--- config.mk ---
export PLATFORM = sky130hd
export DESIGN_NAME = fpu_issue_sched_flat
export DESIGN_NICKNAME = d
export VERILOG_FILES = /design/src/rtl/fpu_issue_sched_if.sv /design/src/rtl/fpu_issue_sched.sv /design/src/flat_wrapper.sv
export SDC_FILE = /design/constraint.sdc
export NUM_CORES = 1
export LEC_CHECK = 0
export ABC_AREA = 1
export ABC_CLOCK_PERIOD_IN_PS = 2400
export BUFFER_PORTS_ARGS = -buffer_cell sky130_fd_sc_hd__buf_2
export CORE_ASPECT_RATIO = 1.1
export CORE_MARGIN = 2
export CORE_UTILIZATION = 25
export CTS_CLUSTER_SIZE = 28
export DETAILED_ROUTE_END_ITERATION = 7
export PLACE_DENSITY = 0.52
export RECOVER_POWER = 25
export REMOVE_ABC_BUFFERS = 1
export SLEW_MARGIN = 15
export SYNTH_ARGS = -nofsm -noshare
export SYNTH_HDL_FRONTEND = slang
export SYNTH_SLANG_ARGS = --single-unit
--- constraint.sdc ---
create_clock -name clock -period 2.4 [get_ports clock]
set_clock_uncertainty 0.05 [all_clocks]
set_input_delay 0.12 -clock clock [delete_from_list [all_inputs] [get_ports clock]]
set_output_delay 0.12 -clock clock [all_outputs]
set_load 0.02 [all_outputs]
--- src/rtl/fpu_issue_sched_if.sv ---
// Decoder-to-scheduler request, unit fire pulses and FP writeback port of the FPU issue scheduler.
interface fpu_issue_sched_if;
  logic       io_req_valid;
  logic       io_req_ready;
  logic [4:0] io_req_tag;
  logic       io_sigs_wen;
  logic       io_sigs_fastpipe;
  logic       io_sigs_fma;
  logic       io_sigs_div;
  logic       io_sigs_sqrt;
  logic       io_sigs_fromint;
  logic       io_sigs_toint;
  logic       io_flush;
  logic       io_fast_fire;
  logic       io_fma_fire;
  logic       io_divsqrt_fire;
  logic       io_toint_fire;
  logic       io_divsqrt_busy;
  logic       io_wb_valid;
  logic [4:0] io_wb_tag;
  logic [1:0] io_wb_src;

  modport master (
    output io_req_valid, io_req_tag, io_sigs_wen, io_sigs_fastpipe, io_sigs_fma,
           io_sigs_div, io_sigs_sqrt, io_sigs_fromint, io_sigs_toint, io_flush,
    input  io_req_ready, io_fast_fire, io_fma_fire, io_divsqrt_fire, io_toint_fire,
           io_divsqrt_busy, io_wb_valid, io_wb_tag, io_wb_src
  );

  modport slave (
    input  io_req_valid, io_req_tag, io_sigs_wen, io_sigs_fastpipe, io_sigs_fma,
           io_sigs_div, io_sigs_sqrt, io_sigs_fromint, io_sigs_toint, io_flush,
    output io_req_ready, io_fast_fire, io_fma_fire, io_divsqrt_fire, io_toint_fire,
           io_divsqrt_busy, io_wb_valid, io_wb_tag, io_wb_src
  );
endinterface

--- src/rtl/fpu_issue_sched.sv ---
// FPU issue scheduler: steers decoded ops to fast/FMA/divsqrt/toint units and
// reserves writeback slots so the FP register file sees at most one write per cycle.
//
// state | meaning
// IDLE  | div/sqrt unit free, divsqrt ops may issue
// RUN   | div/sqrt iterating, down-counter running
// PEND  | result ready but writeback slot taken; wen ops stalled
// WB    | div/sqrt result drives the writeback port this cycle
module fpu_issue_sched #(
  parameter int FAST_LAT   = 2,
  parameter int FMA_LAT    = 4,
  parameter int DIV_CYCLES = 20
) (
  input  logic             clock,
  input  logic             reset,
  fpu_issue_sched_if.slave io
);
  localparam int CW = (DIV_CYCLES > 2) ? $clog2(DIV_CYCLES) : 1;

  typedef enum logic [1:0] {IDLE, RUN, PEND, WB} ds_state_e;

  ds_state_e     state, state_nxt;
  logic [CW-1:0] cnt, cnt_nxt, cnt_dec;
  logic [4:0]    ds_tag, ds_tag_nxt;
  logic          ds_wen, ds_wen_nxt;

  // Entry k holds the writeback landing k cycles from now.
  logic       tbl_v   [FMA_LAT];
  logic [4:0] tbl_tag [FMA_LAT];
  logic       tbl_fma [FMA_LAT];
  logic       nxt_v   [FMA_LAT];
  logic [4:0] nxt_tag [FMA_LAT];
  logic       nxt_fma [FMA_LAT];

  logic is_ds, is_fma, is_fast, is_toint, ready, accept;

  always_comb begin
    is_ds    = io.io_sigs_div | io.io_sigs_sqrt;
    is_fma   = !is_ds && io.io_sigs_fma;
    is_toint = !is_ds && !io.io_sigs_fma && !io.io_sigs_fastpipe && !io.io_sigs_fromint
               && io.io_sigs_toint;
    is_fast  = !is_ds && !is_fma && !is_toint;
  end

  // The FMA slot lies just past the table end, so it is always free after the shift.
  always_comb begin
    ready = 1'b1;
    if (io.io_flush)                          ready = 1'b0;
    else if (state == PEND && io.io_sigs_wen) ready = 1'b0;
    else if (is_ds)                           ready = (state == IDLE);
    else if (is_fast && io.io_sigs_wen)       ready = !tbl_v[FAST_LAT];
  end

  assign accept             = io.io_req_valid && ready;
  assign io.io_req_ready    = ready;
  assign io.io_fast_fire    = accept && is_fast;
  assign io.io_fma_fire     = accept && is_fma;
  assign io.io_divsqrt_fire = accept && is_ds;
  assign io.io_toint_fire   = accept && is_toint;

  always_comb begin
    for (int k = 0; k < FMA_LAT - 1; k++) begin
      nxt_v[k]   = tbl_v[k+1];
      nxt_tag[k] = tbl_tag[k+1];
      nxt_fma[k] = tbl_fma[k+1];
    end
    nxt_v[FMA_LAT-1]   = 1'b0;
    nxt_tag[FMA_LAT-1] = '0;
    nxt_fma[FMA_LAT-1] = 1'b0;
    if (accept && io.io_sigs_wen && is_fast) begin
      nxt_v[FAST_LAT-1]   = 1'b1;
      nxt_tag[FAST_LAT-1] = io.io_req_tag;
      nxt_fma[FAST_LAT-1] = 1'b0;
    end
    if (accept && io.io_sigs_wen && is_fma) begin
      nxt_v[FMA_LAT-1]   = 1'b1;
      nxt_tag[FMA_LAT-1] = io.io_req_tag;
      nxt_fma[FMA_LAT-1] = 1'b1;
    end
    if (io.io_flush) begin
      for (int k = 0; k < FMA_LAT; k++) begin
        nxt_v[k]   = 1'b0;
        nxt_tag[k] = '0;
        nxt_fma[k] = 1'b0;
      end
    end
  end

  // Terminal count is the decrement reaching zero, so the write lands DIV_CYCLES after accept.
  always_comb begin
    state_nxt  = state;
    cnt_nxt    = cnt;
    ds_tag_nxt = ds_tag;
    ds_wen_nxt = ds_wen;
    cnt_dec    = cnt - 1'b1;
    case (state)
      IDLE: if (accept && is_ds) begin
        state_nxt  = RUN;
        cnt_nxt    = CW'(DIV_CYCLES - 1);
        ds_tag_nxt = io.io_req_tag;
        ds_wen_nxt = io.io_sigs_wen;
      end
      RUN: begin
        cnt_nxt = cnt_dec;
        if (cnt_dec == '0) begin
          if (!ds_wen)        state_nxt = IDLE;
          else if (!nxt_v[0]) state_nxt = WB;
          else                state_nxt = PEND;
        end
      end
      PEND:    if (!nxt_v[0]) state_nxt = WB;
      WB:      state_nxt = IDLE;
      default: state_nxt = IDLE;
    endcase
    if (io.io_flush) state_nxt = IDLE;
  end

  always_ff @(posedge clock or negedge reset) begin
    if (!reset) begin
      state  <= IDLE;
      cnt    <= '0;
      ds_tag <= '0;
      ds_wen <= 1'b0;
      for (int k = 0; k < FMA_LAT; k++) begin
        tbl_v[k]   <= 1'b0;
        tbl_tag[k] <= '0;
        tbl_fma[k] <= 1'b0;
      end
    end else begin
      state  <= state_nxt;
      cnt    <= cnt_nxt;
      ds_tag <= ds_tag_nxt;
      ds_wen <= ds_wen_nxt;
      for (int k = 0; k < FMA_LAT; k++) begin
        tbl_v[k]   <= nxt_v[k];
        tbl_tag[k] <= nxt_tag[k];
        tbl_fma[k] <= nxt_fma[k];
      end
    end
  end

  assign io.io_divsqrt_busy = (state != IDLE);
  assign io.io_wb_valid     = tbl_v[0] || (state == WB);
  assign io.io_wb_tag       = tbl_v[0] ? tbl_tag[0] : ((state == WB) ? ds_tag : 5'd0);
  assign io.io_wb_src       = tbl_v[0] ? {1'b0, tbl_fma[0]} : ((state == WB) ? 2'd2 : 2'd0);
endmodule

--- src/flat_wrapper.sv ---
// flat-port wrapper written by rule: the top's interface ports become plain ports
module fpu_issue_sched_flat 
#(
  parameter int FAST_LAT   = 2,
  parameter int FMA_LAT    = 4,
  parameter int DIV_CYCLES = 20
)
  (clock, reset, io_io_req_valid, io_io_req_tag, io_io_sigs_wen, io_io_sigs_fastpipe, io_io_sigs_fma, io_io_sigs_div, io_io_sigs_sqrt, io_io_sigs_fromint, io_io_sigs_toint, io_io_flush, io_io_req_ready, io_io_fast_fire, io_io_fma_fire, io_io_divsqrt_fire, io_io_toint_fire, io_io_divsqrt_busy, io_io_wb_valid, io_io_wb_tag, io_io_wb_src);
  fpu_issue_sched_if io_i ();
  input  logic clock;
  input  logic reset;
  input wire logic [$bits(io_i.io_req_valid)-1:0] io_io_req_valid;
  input wire logic [$bits(io_i.io_req_tag)-1:0] io_io_req_tag;
  input wire logic [$bits(io_i.io_sigs_wen)-1:0] io_io_sigs_wen;
  input wire logic [$bits(io_i.io_sigs_fastpipe)-1:0] io_io_sigs_fastpipe;
  input wire logic [$bits(io_i.io_sigs_fma)-1:0] io_io_sigs_fma;
  input wire logic [$bits(io_i.io_sigs_div)-1:0] io_io_sigs_div;
  input wire logic [$bits(io_i.io_sigs_sqrt)-1:0] io_io_sigs_sqrt;
  input wire logic [$bits(io_i.io_sigs_fromint)-1:0] io_io_sigs_fromint;
  input wire logic [$bits(io_i.io_sigs_toint)-1:0] io_io_sigs_toint;
  input wire logic [$bits(io_i.io_flush)-1:0] io_io_flush;
  output wire logic [$bits(io_i.io_req_ready)-1:0] io_io_req_ready;
  output wire logic [$bits(io_i.io_fast_fire)-1:0] io_io_fast_fire;
  output wire logic [$bits(io_i.io_fma_fire)-1:0] io_io_fma_fire;
  output wire logic [$bits(io_i.io_divsqrt_fire)-1:0] io_io_divsqrt_fire;
  output wire logic [$bits(io_i.io_toint_fire)-1:0] io_io_toint_fire;
  output wire logic [$bits(io_i.io_divsqrt_busy)-1:0] io_io_divsqrt_busy;
  output wire logic [$bits(io_i.io_wb_valid)-1:0] io_io_wb_valid;
  output wire logic [$bits(io_i.io_wb_tag)-1:0] io_io_wb_tag;
  output wire logic [$bits(io_i.io_wb_src)-1:0] io_io_wb_src;
  assign io_i.io_req_valid = io_io_req_valid;
  assign io_i.io_req_tag = io_io_req_tag;
  assign io_i.io_sigs_wen = io_io_sigs_wen;
  assign io_i.io_sigs_fastpipe = io_io_sigs_fastpipe;
  assign io_i.io_sigs_fma = io_io_sigs_fma;
  assign io_i.io_sigs_div = io_io_sigs_div;
  assign io_i.io_sigs_sqrt = io_io_sigs_sqrt;
  assign io_i.io_sigs_fromint = io_io_sigs_fromint;
  assign io_i.io_sigs_toint = io_io_sigs_toint;
  assign io_i.io_flush = io_io_flush;
  assign io_io_req_ready = io_i.io_req_ready;
  assign io_io_fast_fire = io_i.io_fast_fire;
  assign io_io_fma_fire = io_i.io_fma_fire;
  assign io_io_divsqrt_fire = io_i.io_divsqrt_fire;
  assign io_io_toint_fire = io_i.io_toint_fire;
  assign io_io_divsqrt_busy = io_i.io_divsqrt_busy;
  assign io_io_wb_valid = io_i.io_wb_valid;
  assign io_io_wb_tag = io_i.io_wb_tag;
  assign io_io_wb_src = io_i.io_wb_src;
  fpu_issue_sched #(.FAST_LAT(FAST_LAT), .FMA_LAT(FMA_LAT), .DIV_CYCLES(DIV_CYCLES)) u_core (.clock(clock), .reset(reset), .io(io_i));
endmodule
==> impl_metrics.tcl, run 1 <==
set metrics [dict create \
    grt_use_total_pct 9.11 \
    grt_max_degree 40 \
    yosysWarnings 0 \
    layout_min_cycle_time_ns 1.97 \
    route.detailed.drc 0 \
    cp_slowest_stage_delay_ns 0.42 \
    setup_violations 0 \
    initial_core_util_pct 26.1 \
    final_cell_mix "nand2_1, dfrtp_1, nor2_1" \
    die-width_um 83.6 \
    cp_slowest_cell "dfrtp_1" \
    synth_cell_types 28 \
    fp.coreArea_mm2 0.00667 \
    layout-drive-gt1-share_pct 19.2 \
    regArea_um2 976 \
    area_growth_pct 19.7 \
    hpwl_mm 2.36 \
    min_path_type "input port to flop" \
    hold_start "io_io_sigs_wen" \
    antenna_found_initial 0 \
    dieArea_mm2 0.00765 \
    cp.arrival_ns 1.80 \
    ant_nets 0 \
    numPortBuffers 29 \
    first_iter_violations 72 \
    netlist_instances 206 \
    rows 31 \
    final_common_cell "nand2_1" \
    rsz0062_at_grt "false" \
    cts_max_level 2 \
    cp_top_family "simple AND/OR/NAND/NOR gates" \
    cts_buffer_depth 2 \
    insertedDiodeCount 0 \
    final.setup.tns_ns 0 \
    finalMaxSlewViolations 0 \
    grt_pass1_vias 1224 \
    multi_input_area_um2 603 \
    cts_made_buffers 5 \
    path_max_fanout 5 \
    critical_path_class "flop to primary output" \
    cts-resized-gates 0 \
    clock-sinks 39 \
    dpl_cell_area_mm2 0.00196 \
    ir_worst_vdd_mv 0.262 \
    finalInstanceArea_mm2 0.00208 \
    overflow 0 \
    ys_seq_elements 39 \
    die_height_um 91.5 \
    clock.fmax_ghz 0.508 \
    r2r-start "u_core.state[0]" \
    period_share_pct 82.0 \
    maxCapViolations 0 \
    cp_num_buf_inv 2 \
    post_cts_buffers 0 \
    required_ns 2.23 \
    clk_pin_slew_worst_paths_ns 0.07 \
    worst_setup_path_start_kind "flop" \
    clk_latency_ns 0.29 \
    syn_avg_cell_area_um2 8.45 \
    endpoint_kind "primary output" \
    grt_pass1_wl_mm 5.54 \
    firstDrtPassIters 4 \
    tightest_slew_ns 0.942 \
    io_pins 30 \
    slew-limit-headroom_pct 37.2 \
    p_leak_nw 1.10 \
    finalHoldViolations 0 \
    netlist_area_mm2 0.00174 \
    status "complete, no violations" \
    vias 1275 \
    totalWireLength_mm 3.21 \
    layout_setup_ws_ns 0.433 \
    critPathLaunch "u_core.state[0]" \
    place_congestion 0.748 \
    vias_per_cell 3.97 \
    drt-wirelength-per-cell_um 10.0 \
    ys_seq_area_share_pct 56.0 \
    n_fill_cell 726 \
    cp_cell_sequence "nor2_1 > inv_2 > a21oi_4 > a21boi_2 > nand2_1 > nor4_1 > buf_2" \
    fin_nets 256 \
    post-place-ws_ns 0.687 \
    power_density_mw_per_mm2 855 \
    cts_tree "done" \
    cts_root_buffer "clkbuf_8" \
]
## sequential cells by signal, indices dropped and copies added, names as in the netlist
signal,flops
u_core.cnt,5
u_core.ds_tag,5
u_core.ds_wen,1
u_core.state,2
u_core.tbl_fma,4
u_core.tbl_tag,20
u_core.tbl_v,2
## routing by layer
metal | vias up | share of wire, % | GRT usage [%]
li1 | 681 | - | -
met1 | 562 | 48 | 11.3
met2 | 25 | 46 | 14.6
met3 | 7 | 3.4 | 2.00
met4 | 0 | 2.8 | 5.24
met5 | - | 0 | 0
## tightest hold or removal path, stage by stage
cell and delay (ns):
buf_2 0.14, nand2_1 0.07, nand2_1 0.04
## stage by stage
stage          cells  hold WS [ns]  util [%]  power [mW]
3_5_place_dp     312         0.219      29.4        1.26
3_3_place_gp     312         0.229      29.4        1.25
6_report         321        0.0674      31.2        1.78
5_1_grt          321        0.0754      31.2        1.91
2_1_floorplan    201        -0.226         -        1.13
4_1_cts          321        0.0590      31.2        1.80
## power breakdown
group | switching [mW] | total, mW | leakage [nW] | internal, mW
registers | 0.0588 | 0.810 | 0.522 | 0.751
clock network | 0.232 | 0.541 | 0.0581 | 0.309
logic | 0.276 | 0.431 | 0.521 | 0.155
total | 0.566 | 1.78 | 1.10 | 1.22
## cell families after synthesis
logic type	after synthesis	share of synthesized area [%]
compound gates	15	5.82
xor+xnor	3	1.51
fa+ha+maj	2	1.44
buf+inv	41	9.34
flops	39	56.0
simple gates	106	25.9
## synthesized netlist by cell type
library cell | n | share of area [%]
a21boi_0 | 1 | 0.43
a21boi_2 | 1 | 0.65
a21oi_1 | 2 | 0.57
a21oi_4 | 1 | 0.93
a31oi_1 | 1 | 0.36
buf_2 | 1 | 0.29
buf_6 | 1 | 0.65
clkbuf_1 | 3 | 0.65
dfrtp_1 | 39 | 56
ha_1 | 2 | 1.4
inv_1 | 34 | 7.3
inv_2 | 2 | 0.43
nand2_1 | 51 | 11
nand2_2 | 2 | 0.72
nand3_1 | 6 | 1.7
nand4_1 | 1 | 0.36
nand4_2 | 1 | 0.72
nand4_4 | 1 | 1.2
nor2_1 | 37 | 8.0
nor2_2 | 1 | 0.36
nor3_1 | 5 | 1.4
nor4_1 | 1 | 0.36
o21a_1 | 1 | 0.43
o21ai_0 | 5 | 1.4
o21ai_1 | 1 | 0.29
o22ai_1 | 2 | 0.72
xnor2_1 | 1 | 0.50
xor2_1 | 2 | 1.0
## timing repair
| action | 4_1_cts | 5_1_grt |
|---|---|---|
| setup endpoints to repair | 0 | 0 |
| hold buffers | 1 | 0 |
| endpoints found under the hold margin | 39 | 0 |
## layout make-up
cell class                      instances  area share (%)
Sequential cell                        39            46.8
Multi-Input combinational cell        126            28.9
Inverter                               36            6.48
Clock inverter                          3            2.10
Timing Repair Buffer                   30            7.44
Tap cell                               82            4.92
Clock buffer                            5            3.30
## path summary, 6_finish.rpt
check / endpoint / slack (ns) / cells past startpoint
max in group asynchronous: u_core.cnt[2] / 1.26 / 2
worst max-delay path: io_io_toint_fire / 0.43 / 7
worst max register to register: u_core.tbl_tag[10] / 0.69 / 8
worst min register to register: u_core.tbl_tag[19] / 0.41 / 2
min in group asynchronous: u_core.cnt[0] / 0.46 / 2
worst min-delay path: u_core.ds_wen / 0.07 / 3
Power figures use the tool's default switching activity.
==> run 2, diff against run 1 <==
--- a/config.mk
+++ b/config.mk
@@ -6,7 +6,7 @@
 export NUM_CORES = 1
 export LEC_CHECK = 0
 export ABC_AREA = 1
-export ABC_CLOCK_PERIOD_IN_PS = 2400
+export ABC_CLOCK_PERIOD_IN_PS = 1850
 export BUFFER_PORTS_ARGS = -buffer_cell sky130_fd_sc_hd__buf_2
 export CORE_ASPECT_RATIO = 1.1
 export CORE_MARGIN = 2
==> constraint.sdc (replaced) <==
create_clock -name clock -period 1.85 [get_ports clock]
set_clock_uncertainty 0.05 [all_clocks]
set_input_delay 0.0925 -clock clock [delete_from_list [all_inputs] [get_ports clock]]
set_output_delay 0.0925 -clock clock [all_outputs]
set_load 0.02 [all_outputs]
==> impl_metrics.tcl, run 2 (synthesis gave the netlist of run 1 again) <==
set metrics [dict create \
    clk_latency_ns 0.28 \
    overflow 0 \
    worst_setup_path_start_kind "flop" \
    largest_reg_flops 20 \
    fp.coreArea_mm2 0.00667 \
    ir_worst_vdd_mv 0.300 \
    cp_slowest_cell "dfrtp_1" \
    numPortBuffers 29 \
    cp_num_buf_inv 2 \
    clk_pin_slew_worst_paths_ns 0.07 \
    totalWireLength_mm 3.46 \
    cp_slowest_stage_delay_ns 0.39 \
    path_max_fanout 3 \
    period_share_pct 96.3 \
    firstDrtPassIters 4 \
    initial_core_util_pct 26.1 \
    reg_top3 "u_core.tbl_tag (20), u_core.cnt (5), u_core.ds_tag (5)" \
    rsz0062_at_grt "true" \
    cts_root_buffer "clkbuf_8" \
    place_congestion 0.803 \
    clock-sinks 39 \
    critical_path_class "flop to primary output" \
    insertedDiodeCount 0 \
    finalHoldViolations 0 \
    endpoint_kind "primary output" \
    cts_buffer_depth 2 \
    grt_use_total_pct 10.1 \
    p_leak_nw 1.14 \
    required_ns 1.71 \
    grt_pass1_vias 1300 \
    die_height_um 91.5 \
    p_total_mw 2.49 \
    largest-register "u_core.tbl_tag" \
    final_common_cell "nand2_1" \
    vias 1338 \
    grt_max_degree 28 \
    route.detailed.drc 0 \
    r2r_slack_ns 0.23 \
    cts_tree "done" \
    first_iter_violations 80 \
    fin_nets 262 \
    ant_nets 0 \
    slew-limit-headroom_pct 54.8 \
    fin_util_pct 32.6 \
    power_density_mw_per_mm2 1140 \
    layout-drive-gt1-share_pct 22.0 \
    maxCapViolations 0 \
    layout_min_cycle_time_ns 1.78 \
    tightest_slew_ns 0.678 \
    clock.fmax_ghz 0.561 \
    cp_cell_sequence "nor2_1 > inv_2 > a21oi_4 > a21boi_4 > nand2_2 > nor4_2 > buf_4" \
    grt_pass1_wl_mm 6.04 \
    cts_made_buffers 5 \
    setup_violations 0 \
    area_growth_pct 25.0 \
    antenna_found_initial 0 \
    cp.arrival_ns 1.64 \
    finalMaxSlewViolations 0 \
    cp_top_family "flip-flops" \
    dieArea_mm2 0.00765 \
    vias_per_cell 4.09 \
    hpwl_mm 2.57 \
    status "complete, no violations" \
    die-width_um 83.6 \
    rows 31 \
    drt-wirelength-per-cell_um 10.6 \
    final_cell_mix "nand2_1, dfrtp_1, nor2_1" \
    min_path_type "input port to flop" \
    io_pins 30 \
    cts_max_level 2 \
]
==> run 2: cell types whose count changed in the layout (fill, tap and decap cells not counted), sizes merged <==
cell | before | now
clkinv | 2 | 0
buf | 28 | 34
clkinvlp | 0 | 1
bufinv | 1 | 2
==> run 2: path summary, 6_finish.rpt <==
check | to | from | cells after the start
max in group asynchronous | u_core.tbl_fma[3] | reset | 3
min in group asynchronous | u_core.state[0] | reset | 2
hold / removal | u_core.tbl_tag[4] | io_io_req_tag[4] | 3
hold reg to reg | u_core.tbl_tag[9] | u_core.tbl_tag[4] | 2
setup reg to reg | u_core.tbl_tag[12] | u_core.state[1] | 9
setup / recovery | io_io_toint_fire | u_core.state[1] | 7
==> run 2: through the flow <==
stage                     instances  TNS, ns  setup WS, ns  area, um^2  hold WS [ns]
after floorplan                 201   -0.177        -0.177        1710        -0.253
after global placement          316        0         0.223        1990        0.0879
after detailed placement        316        0         0.180        1990        0.0867
after CTS                       327        0        0.0176        2160        0.0435
after global routing            327  -0.0923       -0.0669        2180        0.0588
final                           327        0        0.0687        2180        0.0465
==> run 2: power by group <==
group	total (mW)	internal (mW)	switching, mW	leakage (nW)
Sequential	1.04	0.974	0.0647	0.522
Clock	0.836	0.538	0.298	0.0644
Combinational	0.618	0.235	0.383	0.555
Total	2.49	1.75	0.745	1.14
==> run 2: cell type report <==
cell class / instances / area [um^2]
fillers: 738 / 4490
flip-flops and latches: 39 / 976
multi-input cells: 126 / 624
repair buffers: 36 / 203
inverters: 36 / 135
well taps: 82 / 103
clock buffers: 5 / 68.8
clock inverters: 3 / 67.6
==> run 2: timing repair <==
item / CTS / global route
hold buffers: 1 / 0
endpoints found under the setup margin: 2 / 10
setup buffers: 2 / 0
resized for setup: 1 / 4
endpoints found under the hold margin: 25 / 0
pin swaps: 1 / 0
==> run 2: worst register-to-register path, stage by stage (launching register included) <==
cell and delay (ns):
dfrtp_1 0.39, nor2_1 0.11, inv_2 0.07, a21oi_4 0.15, buf_4 0.15, nand4_4 0.16, nor2_4 0.25, nand2_1 0.08
nand2_1 0.07, nor2_1 0.04
==> run 2: per-layer routing <==
layer	wire length (um)	track usage [%]	share of wire, %
met4	80	5.24	2.3
met1	1620	11.9	47
met2	1650	17.1	48
met3	120	2.27	3.5
met5	0	0	0
==> run 3, diff against run 2 <==
--- a/config.mk
+++ b/config.mk
@@ -5,7 +5,6 @@
 export SDC_FILE = /design/constraint.sdc
 export NUM_CORES = 1
 export LEC_CHECK = 0
-export ABC_AREA = 1
 export ABC_CLOCK_PERIOD_IN_PS = 1850
 export BUFFER_PORTS_ARGS = -buffer_cell sky130_fd_sc_hd__buf_2
 export CORE_ASPECT_RATIO = 1.1
==> impl_metrics.tcl, run 3 <==
set metrics [dict create \
    power_density_mw_per_mm2 925 \
    syn_avg_cell_area_um2 11.7 \
    status "complete, no violations" \
    worstReg2RegEnd "u_core.ds_wen" \
    layout_min_cycle_time_ns 1.75 \
    synth_compound_area_share_pct 7.82 \
    clock-sinks 39 \
    maxCapViolations 0 \
    finalInstanceArea_mm2 0.00216 \
    rr_worst_depth 4 \
    first_iter_violations 67 \
    cts_buffer_depth 2 \
    synth_cell_types 37 \
    met3_length_um 140 \
    numPortBuffers 29 \
    cp_cell_sequence "nor2b_1 > a31o_2 > a221oi_1 > buf_2" \
    ys.flop_type "dfrtp_1" \
    synth_common_cells "dfrtp_1, nor2b_1, nand2b_1" \
    fin_nets 207 \
    ys_seq_elements 39 \
    p_leak_nw 1.10 \
    clk_latency_ns 0.29 \
    die_height_um 92.0 \
    cts_made_buffers 5 \
    wl_met2_mm 1.65 \
    insertedDiodeCount 0 \
    finalHoldViolations 0 \
    antenna_found_initial 0 \
    finalMaxSlewViolations 0 \
    drt-met1-wl_mm 1.47 \
    die-width_um 84.0 \
    final_common_cell "dfrtp_1" \
    cts_tree "done" \
    grt_pass1_vias 1146 \
    layout-drive-gt1-share_pct 28.9 \
    synthXorXnorAreaFrac_pct 1.49 \
    area_growth_pct 22.9 \
    yosysWarnings 0 \
    instances_no_fill 275 \
    min_path_type "input port to flop" \
    yosysTopAreaCell "dfrtp_1" \
    r2r_slack_ns 0.23 \
    hold_depth 3 \
    cp_slowest_stage_delay_ns 0.44 \
    hold_start "io_io_req_tag[4]" \
    r2r-start "u_core.state[0]" \
    place_congestion 0.759 \
    netlist_area_mm2 0.00176 \
    synth-simple-area-share_pct 22.9 \
    required_ns 1.71 \
    grt_use_total_pct 9.45 \
    async_flop_share_pct 100 \
    cts_root_buffer "clkbuf_8" \
    synthMuxAreaShare_pct 7.89 \
    fp.coreArea_mm2 0.00693 \
    critical_path_class "flop to primary output" \
    ys_seq_area_share_pct 55.5 \
    endpoint_kind "primary output" \
    grt_max_degree 40 \
    clock.fmax_ghz 0.572 \
    period_share_pct 94.4 \
    rows 32 \
    ir_worst_vdd_mv 0.249 \
    io_pins 30 \
    route.detailed.drc 0 \
    synth_area_leaders "dfrtp_1, nor2b_1, nand2b_1, mux2_2, mux2i_1" \
    rsz0062_at_grt "false" \
    cts-resized-gates 0 \
    grt_pass1_wl_mm 5.73 \
    clk_pin_slew_worst_paths_ns 0.08 \
    path_max_fanout 6 \
    netlist_instances 150 \
    reg_top3 "u_core.tbl_tag (20), u_core.cnt (5), u_core.ds_tag (5)" \
    p_total_mw 2.00 \
    totalWireLength_mm 3.33 \
    initial_core_util_pct 25.4 \
    dpl_cell_area_mm2 0.00201 \
    vias_per_cell 4.17 \
    firstDrtPassIters 4 \
    highest_layer "met4" \
    cts_max_level 2 \
    largest_reg_flops 20 \
    final.setup.tns_ns 0 \
    overflow 0 \
    min_to "u_core.tbl_tag[4]" \
    synth_most_common_cell "dfrtp_1" \
    dieArea_mm2 0.00772 \
    synth_edf_count 0 \
    cp.arrival_ns 1.60 \
    dp.cells 262 \
    netlist.area_leader.share_pct 55.5 \
    hpwl_mm 2.39 \
    synthAdderAreaFrac_pct 1.42 \
    drt-wirelength-per-cell_um 12.1 \
    setup_violations 0 \
    final_cell_mix "dfrtp_1, buf_2, nor2b_1" \
    synth_top_family_by_area "simple AND/OR/NAND/NOR gates" \
    worst_setup_path_start_kind "flop" \
    slew-limit-headroom_pct 35.3 \
    n_fill_cell 731 \
    vias 1146 \
    largest-register "u_core.tbl_tag" \
    ant_nets 0 \
    cp_slowest_cell "dfrtp_1" \
    tightest_slew_ns 0.970 \
]
run 3: changes by cell type after synthesis, sizes merged, moves of 3 or more:
cell	change
nor2	-27
nand2b	+14
a22o	+5
nor2b	+16
nor3b	+3
mux2	+7
nand4	-3
nand3	-5
inv	-28
nand2	-50
mux2i	+6
run 3: worst max-delay path by stage:
stage | cells after the start | endpoint | slack [ns] | from
2_1_floorplan | 3 | u_core.ds_tag[0] | -0.18 | u_core.state[0]
3_3_place_gp | 4 | u_core.ds_tag[0] | 0.25 | u_core.state[0]
3_5_place_dp | 4 | u_core.ds_tag[4] | 0.24 | u_core.state[0]
4_1_cts | 4 | io_io_req_ready | 0.1 | u_core.state[1]
5_1_grt | 4 | io_io_divsqrt_fire | 0.008 | u_core.state[0]
6_report | 4 | io_io_req_ready | 0.10 | u_core.state[1]
run 3: logic make-up after synthesis:
logic type / count (synthesis)
buffers and inverters: 13
flip-flops: 39
XOR/XNOR: 3
adder cells (fa/ha/maj): 2
multiplexers: 13
AND/OR/NAND/NOR: 61
AO/OA/AOI/OAI: 19
run 3: area by class of cell:
cell class                 count  area, um^2  area share (%)
inverter                       8        30.0            1.39
tap                           85         106            4.92
multi-input combinational     98         731            33.8
clock inverter                 1        7.51           0.347
clock buffer                   7        96.3            4.46
timing repair buffer          37         215            9.95
sequential                    39         976            45.1
run 3: power by group:
| group | switching [mW] | internal, mW | leakage (nW) | total, mW |
|---|---|---|---|---|
| Clock | 0.293 | 0.339 | 0.0505 | 0.632 |
| Combinational | 0.182 | 0.170 | 0.530 | 0.352 |
| Sequential | 0.0756 | 0.941 | 0.519 | 1.02 |
run 3: what timing repair did:
item / 4_1_cts / 5_1_grt
endpoints found under the hold margin: 43 / 0
hold buffers: 5 / 0
endpoints found under the setup margin: 0 / 0
buffers inserted: 0 / 0
run 3: per-stage QoR:
step / hold WS [ns] / utilization, % / setup WS [ns]
final: 0.0135 / 31.2 / 0.103
after floorplan: -0.253 / - / -0.175
after CTS: 0.00380 / 31.3 / 0.0972
after global placement: 0.136 / 29.0 / 0.252
after global routing: 0.0196 / 31.2 / 0.00805
after detailed placement: 0.138 / 29.0 / 0.241
run 3: critical path, delay by kind of cell (launching register included):
| family | cells | cell delay (ns) |
|---|---|---|
| flops | 1 | 0.44 |
| compound gates | 2 | 0.46 |
| buf+inv | 1 | 0.21 |
| simple gates | 1 | 0.21 |
run 3: routing by layer:
metal / vias up / GRT usage [%]
met5: - / 0
met4: 0 / 4.70
met3: 6 / 2.61
met2: 21 / 14.9
met1: 538 / 11.9
li1: 581 / -
